`src/rtl/polar_ser_pkg.sv`:
```
// polar_ser_pkg: shared constants and the occupancy state encoding for the
// polar codeword serializer.
package polar_ser_pkg;

  localparam int CW_LEN = 1024;              // codeword length in bits
  localparam int OUT_W  = 32;                // output word width in bits
  localparam int WORDS  = CW_LEN / OUT_W;    // words per codeword
  localparam int IDX_W  = $clog2(WORDS);     // word index width

  // Number of occupied ping-pong entries.
  typedef enum logic [1:0] {
    EMPTY = 2'd0,
    ONE   = 2'd1,
    TWO   = 2'd2
  } occ_state_t;

endpackage

```
`src/rtl/polar_cw_buf.sv`:
```
// polar_cw_buf: one ping-pong entry of the serializer. Holds a full codeword,
// its rate tag and an occupancy flag, and selects one OUT_W-bit word of the
// codeword by index (word 0 = least significant bits).
module polar_cw_buf
  import polar_ser_pkg::*;
(
  input  logic              clk,
  input  logic              rst_n,
  input  logic              i_wr_en,
  input  logic [CW_LEN-1:0] i_wr_data,
  input  logic              i_wr_rate,
  input  logic              i_free,
  input  logic [IDX_W-1:0]  i_idx,
  output logic              o_full,
  output logic              o_rate,
  output logic [OUT_W-1:0]  o_word
);

  logic [CW_LEN-1:0] r_data;
  logic              r_rate;
  logic              r_full;
  logic [OUT_W-1:0]  w_words [WORDS];

  // Codeword payload: only meaningful while r_full is set, so no reset needed.
  always_ff @(posedge clk) begin
    if (i_wr_en) begin
      r_data <= i_wr_data;
    end
  end

  // Occupancy and rate tag; a write wins over a same-cycle free so that the
  // entry being drained can be refilled on its last-word handshake.
  always_ff @(posedge clk or negedge rst_n) begin
    if (!rst_n) begin
      r_full <= 1'b0;
      r_rate <= 1'b0;
    end else if (i_wr_en) begin
      r_full <= 1'b1;
      r_rate <= i_wr_rate;
    end else if (i_free) begin
      r_full <= 1'b0;
    end
  end

  // Split the codeword into its output words, LSB word first.
  for (genvar gi = 0; gi < WORDS; gi++) begin : g_word
    assign w_words[gi] = r_data[gi*OUT_W +: OUT_W];
  end

  assign o_word = w_words[i_idx];
  assign o_full = r_full;
  assign o_rate = r_rate;

endmodule

```
`src/rtl/polar_cw_serializer.sv`:
```
// polar_cw_serializer: captures polar encoder codewords into a two-entry
// ping-pong buffer and streams them out as OUT_W-bit words over valid/ready,
// tagging each word with sop/last/rate and flagging dropped codewords.
// Optional macro POLAR_SER_CNT_EN adds completed/dropped codeword counters.
module polar_cw_serializer
  import polar_ser_pkg::*;
(
  input  logic              clk,
  input  logic              rst_n,
  input  logic              polar_enc_done,
  input  logic [CW_LEN-1:0] polar_enc_data_dout,
  input  logic              polar_rate_sel,
  input  logic              ser_ovf_clr,
  input  logic              ser_ready,
  output logic              ser_valid,
  output logic [OUT_W-1:0]  ser_data,
  output logic              ser_sop,
  output logic              ser_last,
  output logic              ser_rate,
  output logic              ser_busy,
  output logic              ser_overflow
`ifdef POLAR_SER_CNT_EN
  ,
  output logic [15:0]       ser_cw_cnt,
  output logic [7:0]        ser_drop_cnt
`endif
);

  occ_state_t       r_state;
  occ_state_t       w_state_next;
  logic             r_wr_ptr;
  logic             r_rd_ptr;
  logic [IDX_W-1:0] r_idx;
  logic             r_ovf;

  logic             w_capture;
  logic             w_drop;
  logic             w_valid;
  logic             w_xfer;
  logic             w_last_xfer;
  logic             w_is_last;
  logic [1:0]       w_wr_en;
  logic [1:0]       w_free;
  logic [1:0]       w_full;
  logic [1:0]       w_rate;
  logic [OUT_W-1:0] w_word [2];

  // Two ping-pong entries; writes go to wr_ptr, reads come from rd_ptr.
  for (genvar gi = 0; gi < 2; gi++) begin : g_buf
    assign w_wr_en[gi] = w_capture & (r_wr_ptr == 1'(gi));
    assign w_free[gi]  = w_last_xfer & (r_rd_ptr == 1'(gi));

    polar_cw_buf u_buf (
      .clk       (clk),
      .rst_n     (rst_n),
      .i_wr_en   (w_wr_en[gi]),
      .i_wr_data (polar_enc_data_dout),
      .i_wr_rate (polar_rate_sel),
      .i_free    (w_free[gi]),
      .i_idx     (r_idx),
      .o_full    (w_full[gi]),
      .o_rate    (w_rate[gi]),
      .o_word    (w_word[gi])
    );
  end

  assign w_valid     = w_full[r_rd_ptr];
  assign w_is_last   = (r_idx == IDX_W'(WORDS - 1));
  assign w_xfer      = w_valid & ser_ready;
  assign w_last_xfer = w_xfer & w_is_last;

  // Output stream, gated to zero whenever no word is being presented.
  assign ser_valid    = w_valid;
  assign ser_data     = w_valid ? w_word[r_rd_ptr] : '0;
  assign ser_sop      = w_valid & (r_idx == '0);
  assign ser_last     = w_valid & w_is_last;
  assign ser_rate     = w_valid & w_rate[r_rd_ptr];
  assign ser_busy     = |w_full;
  assign ser_overflow = r_ovf;

  // Occupancy next-state: decide capture vs. drop for an incoming codeword.
  always_comb begin
    w_state_next = r_state;
    w_capture    = 1'b0;
    w_drop       = 1'b0;
    case (r_state)
      EMPTY: begin
        if (polar_enc_done) begin
          w_capture    = 1'b1;
          w_state_next = ONE;
        end
      end
      ONE: begin
        if (polar_enc_done && w_last_xfer) begin
          w_capture    = 1'b1;
        end else if (polar_enc_done) begin
          w_capture    = 1'b1;
          w_state_next = TWO;
        end else if (w_last_xfer) begin
          w_state_next = EMPTY;
        end
      end
      TWO: begin
        if (polar_enc_done && w_last_xfer) begin
          w_capture    = 1'b1;
        end else if (polar_enc_done) begin
          w_drop       = 1'b1;
        end else if (w_last_xfer) begin
          w_state_next = ONE;
        end
      end
      default: w_state_next = EMPTY;
    endcase
  end

  // State, pointers, word index and sticky overflow (a new drop beats clear).
  always_ff @(posedge clk or negedge rst_n) begin
    if (!rst_n) begin
      r_state  <= EMPTY;
      r_wr_ptr <= 1'b0;
      r_rd_ptr <= 1'b0;
      r_idx    <= '0;
      r_ovf    <= 1'b0;
    end else begin
      r_state <= w_state_next;
      if (w_capture) begin
        r_wr_ptr <= ~r_wr_ptr;
      end
      if (w_last_xfer) begin
        r_rd_ptr <= ~r_rd_ptr;
        r_idx    <= '0;
      end else if (w_xfer) begin
        r_idx    <= r_idx + IDX_W'(1);
      end
      if (w_drop) begin
        r_ovf <= 1'b1;
      end else if (ser_ovf_clr) begin
        r_ovf <= 1'b0;
      end
    end
  end

`ifdef POLAR_SER_CNT_EN
  logic [15:0] r_cw_cnt;
  logic [7:0]  r_drop_cnt;

  // Completed codewords wrap; dropped codewords saturate and clear with the flag.
  always_ff @(posedge clk or negedge rst_n) begin
    if (!rst_n) begin
      r_cw_cnt   <= '0;
      r_drop_cnt <= '0;
    end else begin
      if (w_last_xfer) begin
        r_cw_cnt <= r_cw_cnt + 16'd1;
      end
      if (w_drop) begin
        if (ser_ovf_clr) begin
          r_drop_cnt <= 8'd1;
        end else if (r_drop_cnt != 8'hFF) begin
          r_drop_cnt <= r_drop_cnt + 8'd1;
        end
      end else if (ser_ovf_clr) begin
        r_drop_cnt <= '0;
      end
    end
  end

  assign ser_cw_cnt   = r_cw_cnt;
  assign ser_drop_cnt = r_drop_cnt;
`endif

endmodule
```
`config.mk`:
```
export PLATFORM = sky130hd
export DESIGN_NAME = polar_cw_serializer
export DESIGN_NICKNAME = d
export VERILOG_FILES = /design/src/rtl/polar_ser_pkg.sv /design/src/rtl/polar_cw_buf.sv /design/src/rtl/polar_cw_serializer.sv
export SDC_FILE = /design/constraint.sdc
export NUM_CORES = 2
export LEC_CHECK = 0
export BUFFER_PORTS_ARGS = -buffer_cell sky130_fd_sc_hd__buf_2
export CORE_MARGIN = 2
export CORE_UTILIZATION = 25
export DETAILED_ROUTE_END_ITERATION = 12
export GPL_TIMING_DRIVEN = 0
export PLACE_DENSITY = 0.5
export SYNTH_ARGS = -nofsm -noshare
export SYNTH_HDL_FRONTEND = slang
export SYNTH_HIERARCHICAL = 1
export SYNTH_SLANG_ARGS = --single-unit
```
`constraint.sdc`:
```
create_clock -name clk -period 51.6 [get_ports clk]
set_clock_uncertainty 0.05 [all_clocks]
set_input_delay 10.32 -clock clk [delete_from_list [all_inputs] [get_ports clk]]
set_output_delay 10.32 -clock clk [all_outputs]
set_load 0.01 [all_outputs]
```
**Yosys cells after proc, flatten, opt, wreduce, memory -nomap -nowiden**

Cells that the tools add are included.

- Register bits after elaboration: 2,062
- Input port bits: 1,030
- Output and inout bits: 38

- Add/subtract/negate cells: 1
- $lt $le $gt $ge: 3
- Equality and inequality tests: 9
- Mux-type cells: 36
- Bitwise operators: 13
- Reduce and logical (&&, ||, !) cells: 9

Operators by type and width:

| kind | count |
|---|---|
| $bmux 32 s5 | 2 |
| $mux 32 | 8 |
| $mux 1 | 15 |
| $mux 2 | 7 |
| $mux 5 | 2 |
| $ne 2x2->1 const B | 5 |
| $and 1x1->1 | 9 |
| $reduce_bool 2->1 | 4 |
| $ge 6x6->1 const B | 1 |
| $not 5->6 | 1 |
| $pmux 2 s3 | 1 |
| $reduce_and 6->1 | 1 |
| $add 5x1->5 const B | 1 |
| $eq 5x5->1 const B | 1 |
| $logic_not 5->1 | 1 |
| $ne 3x3->1 const B | 1 |
| $pmux 1 s3 | 1 |
| $eq 2x1->1 const B | 1 |
| $eq 2x2->1 const B | 1 |
| $ge 2x2->1 const B | 1 |
| $logic_not 2->1 | 1 |
| $lt 1x2->1 const B | 1 |
| $not 1->1 | 2 |
| $not 1->2 | 1 |
| other kinds (2) | 2 |

**Depth between registers and ports, before layout**

- Word-level depth: 9
- Mapped depth: 10
- Depth with buffers taken out: 7

**Hierarchy**

Netlist, hierarchy kept.

By module, submodules not included:

| module | instances | cells each | area an instance (µm²) | sequential area each (µm²) |
|---|---|---|---|---|
| polar_cw_buf | 2 | 2,187 | 39,706.8 | 30,799.5 |
| polar_cw_serializer | 1 | 139 | 1,096.1 | 250.2 |

**Worst setup path after synthesis**

No wires, ideal clock.

- Path kind: in2reg
- From: in ser_ready
- To: reg g_buf[0].u_buf.r_rate
- Setup time: 0.216 ns
- Arrival time: 60.825 ns
- Path slack: -9.491 ns
- Stages on the path: 4
- Buffers on the path: 0
- Path through: and2_1 -> a41o_1 -> nor2b_1 -> mux2_2

- Longest elaborated chain between the ends: 6

Ends and longest elaborated chain:

| what | RTL line | source |
|---|---|---|
| from (decl) | polar_cw_serializer.sv:14 | `input logic ser_ready,` |
| $and 1x1->1 * | polar_cw_serializer.sv:69 | `assign w_xfer = w_valid & ser_ready;` |
| $and 1x1->1 * | polar_cw_serializer.sv:70 | `assign w_last_xfer = w_xfer & w_is_last;` |
| $logic_and 1x1->1 * | polar_cw_serializer.sv:94, polar_cw_serializer.sv:104 |  |
| $mux 1 (on tied branches) | polar_cw_serializer.sv:104, polar_cw_serializer.sv:94 |  |
| $pmux 1 s3 * | polar_cw_serializer.sv:86 | `case (r_state)` |
| $and 1x1->1 * | polar_cw_serializer.sv:50 | `assign w_wr_en[gi] = w_capture & (r_wr_ptr == 1'(gi));` |
| via w_wr_en[0] | polar_cw_serializer.sv:42 | `logic [1:0] w_wr_en;` |
| to (signal assigned) | polar_cw_buf.sv:39 | `r_rate <= i_wr_rate;` |
| to (decl) | polar_cw_buf.sv:20 | `logic r_rate;` |

Mark *: on every way through the listed nets, which the timed path passes. The rest lies on a longest branch.
A chain may end at the register's enable or synchronous reset.

==> results.toml <==
[floorplanning]
initial_utilization = 0.2509
fp-row-count = 208
die_height_microns = 571.5
coreArea_sq_um = 320900
die-area_sq_um = 326600
die_w_microns = 571.5
pin_count = 1068

[timing]
setup-violations-final = 0
hold_violations = 0
rsz0062_at_grt = "false"
tightest_slew_ns = 1.615
slew_viol_final = 11
tns_ns = 0
timing.fmax_mhz = 63.16
fin_crit_sh = 0.3068
setup_slack_ns = 35.77
relSlewSlack = -0.07700
finalCriticalPeriod_ns = 15.83

[critical_path]
worstSetupPathType = "reg2out"
startpoint_type = "flip-flop"
crit_fanout = 11
crit_required_ns = 41.23
cp.arrival_ns = 5.46
cp-end-kind = "primary output"

[placed_design]
port_buffers = 1067
pre_cts_ws_ns = 36.51
hpwl_microns = 271400
placed_area_sq_um = 92690
gp_congestion = 0.8241
dpl.cell_count = 9947

[synthesis]
synth_top_family_by_area = "multiplexers"
synth_top_cell_by_area = "edfxtp_1"
synthArstFlopShare = 0.006790
synth_area_leaders = "edfxtp_1 76%, mux2i_1 13%, a22oi_1 1.8%"
synth_cell_types = 40
syn_inst = 4513
synth-compound-area-share = 0.04998
ys_warn_count = 6
avgSynthCellArea_sq_um = 17.84
synth_seq_cells = 2062
synth_edf_count = 2048
synth_commonest_cells = "2048 x edfxtp_1, 1057 x mux2i_1, 198 x nand2_1"
synth_ff_type = "edfxtp_1"
synthesis.nets = 5546
synth-xor-area-share = 0.0002176
syn_area_sq_um = 80510
ys_seq_area_frac = 0.7682
yosys.area_share.simple = 0.02950
yosys.area_share.adder = 0.0004662
muxShareOfSynthArea = 0.1321
synth_most_common_cell = "edfxtp_1"
synth_top_area_frac = 0.7639

[clock_tree]
clk_latency_ns = 0.86
postCtsHoldBufs = 0
cts_tree = "built"
cts_root_buf = "clkbuf_16"
cts_buffer_depth = 4
cts_buffers = 236
cts_resized = 0
htree_num_levels = 4
post_cts_buffers = 0
cts.sinks = 2062
clk_pin_slew_ns = 0.06

[global_route]
grt_use_met1 = 0.2542
gr-usage-all-layers = 0.2090
grt-busiest-layer = "met2"
grt_pass1_wl_microns = 453400
grtUsageMet3 = 0.06632
grt_pass1_vias = 50313
antenna_found_initial = 419
grt_max_degree = 66
met2_usage = 0.3423
grt_overflow = 0

[power_and_ir_drop]
powerDensity_nw_per_um2 = 61.42
p_leak_nw = 36.47
ir_drop_mv = 0.03432

[run]
maxCapViolations = 1

[route]
dr.pass1.iters = 6
routed_wl_microns = 355000
dr_total_vias = 50026
vias_per_cell = 4.718
drc = 0
dr.first_iter.drc_count = 4911
ant_nets = 0
wl_per_cell_microns = 33.47

[status]
violations = "capacitance limit, slew limit"
status = "finished, violations left"

[layout]
fin_area_sq_um = 101000
num-nets-final = 6913
layout.cells.non_filler = 10604
syn2layout_area_growth_pct = 25.45
fin_util = 0.3147
drive_gt1_frac = 0.2716

[min_path]
hold_class = "reg2reg"
-- worst max-delay path, stage by stage (launching register included) --
cell      delay (ns)
dfrtp_1         0.57
or2_2           0.18
clkbuf_1        0.64
clkbuf_1        1.00
nor3_1          0.38
a31oi_1         0.91
nand3_1         0.16
mux2i_1         0.32
nor2_1          0.16
buf_2           0.24
-- layout by cell type (no fill, tap or decap), types with 25 or more instances in the layout --
cell type     n
edfxtp_1   2048
buf_2      1125
mux2i_1    1057
clkbuf_16   236
diode_2     224
nand2_1     198
nand3_1     194
a21oi_1     193
a22oi_1     192
a22o_1      128
clkbuf_1    121
buf_4        67
a31oi_1      65
nor3_1       63
clkinv_1     51
nor2_1       38
clkinv_2     35
buf_12       35
buf_6        30
bufinv_16    27
buf_16       25
-- flip-flops by register name, indices dropped and copies added (netlist names) --
| register | cells |
|---|---|
| g_buf.u_buf/r_data | 2048 |
| g_buf.u_buf/o_full | 2 |
| r_idx | 5 |
| r_state | 2 |
| r_rd_ptr | 1 |
| ser_overflow | 1 |
| g_buf.u_buf/o_rate | 2 |
| r_wr_ptr | 1 |
-- logic make-up (layout without fill, tap and decap cells) --
family | count (synthesis) | count (layout)
muxes | 1061 | 1061
other | 0 | 224
adders and majority gates | 3 | 3
AOI/OAI and AO/OA | 592 | 592
DFF | 2062 | 2062
xor gates and xnor gates | 2 | 2
buffers and inverters | 268 | 1830
and+or+nand+nor | 525 | 525
-- per-layer routing --
layer  vias to the layer above  part of all wire
met5                         -            0.0035
met2                      2612              0.47
li1                      21089                 -
met4                       198             0.041
met3                       824              0.10
met1                     25303              0.38
-- power breakdown --
group          total, mW  switching [mW]  leakage (nW)  internal [mW]
logic               2.21            1.61          13.6          0.596
registers           2.32          0.0801          19.2           2.24
clock network       1.68           0.699          3.75          0.978
-- layout make-up --
class / instances / area [sq um]
fillers: 31684 / 219900
flip-flops and latches: 2062 / 61850
repair buffers: 1129 / 6759
well taps: 4305 / 5386
plain buffers: 260 / 1551
clock inverters: 156 / 1689
diodes: 224 / 560.5
clock buffers: 277 / 6060
inverters: 8 / 30.03
multi-input cells: 2183 / 17110
-- metrics by stage --
step                      power (mW)  hold WS [ns]
final                          6.203        0.4697
after global routing           6.413        0.4655
after CTS                      6.268        0.4588
after detailed placement       4.586        0.4462
after global placement         5.192        0.4364
after floorplan                3.770        0.4231
-- worst paths after layout --
| kind | slack, ns | to | start | depth (start not counted) |
|---|---|---|---|---|
| worst max register to register | 46.81 | g_buf[0].u_buf/r_data[554]$_DFFE_PP_ | r_idx[1]$_DFFE_PN0P_ | 13 |
| min in group asynchronous | 9.33 | g_buf[0].u_buf/o_rate$_DFFE_PN0P_ | rst_n | 1 |
| worst max-delay path | 35.77 | ser_data[18] | r_idx[4]$_DFFE_PN0P_ | 9 |
| max in group asynchronous | 41.82 | r_idx[2]$_DFFE_PN0P_ | rst_n | 1 |
| worst min register to register | 0.47 | g_buf[1].u_buf/o_rate$_DFFE_PN0P_ | g_buf[1].u_buf/o_rate$_DFFE_PN0P_ | 1 |
| worst min-delay path | 0.47 | g_buf[1].u_buf/o_rate$_DFFE_PN0P_ | g_buf[1].u_buf/o_rate$_DFFE_PN0P_ | 1 |
No activity file was read; power rests on OpenSTA's default activity.
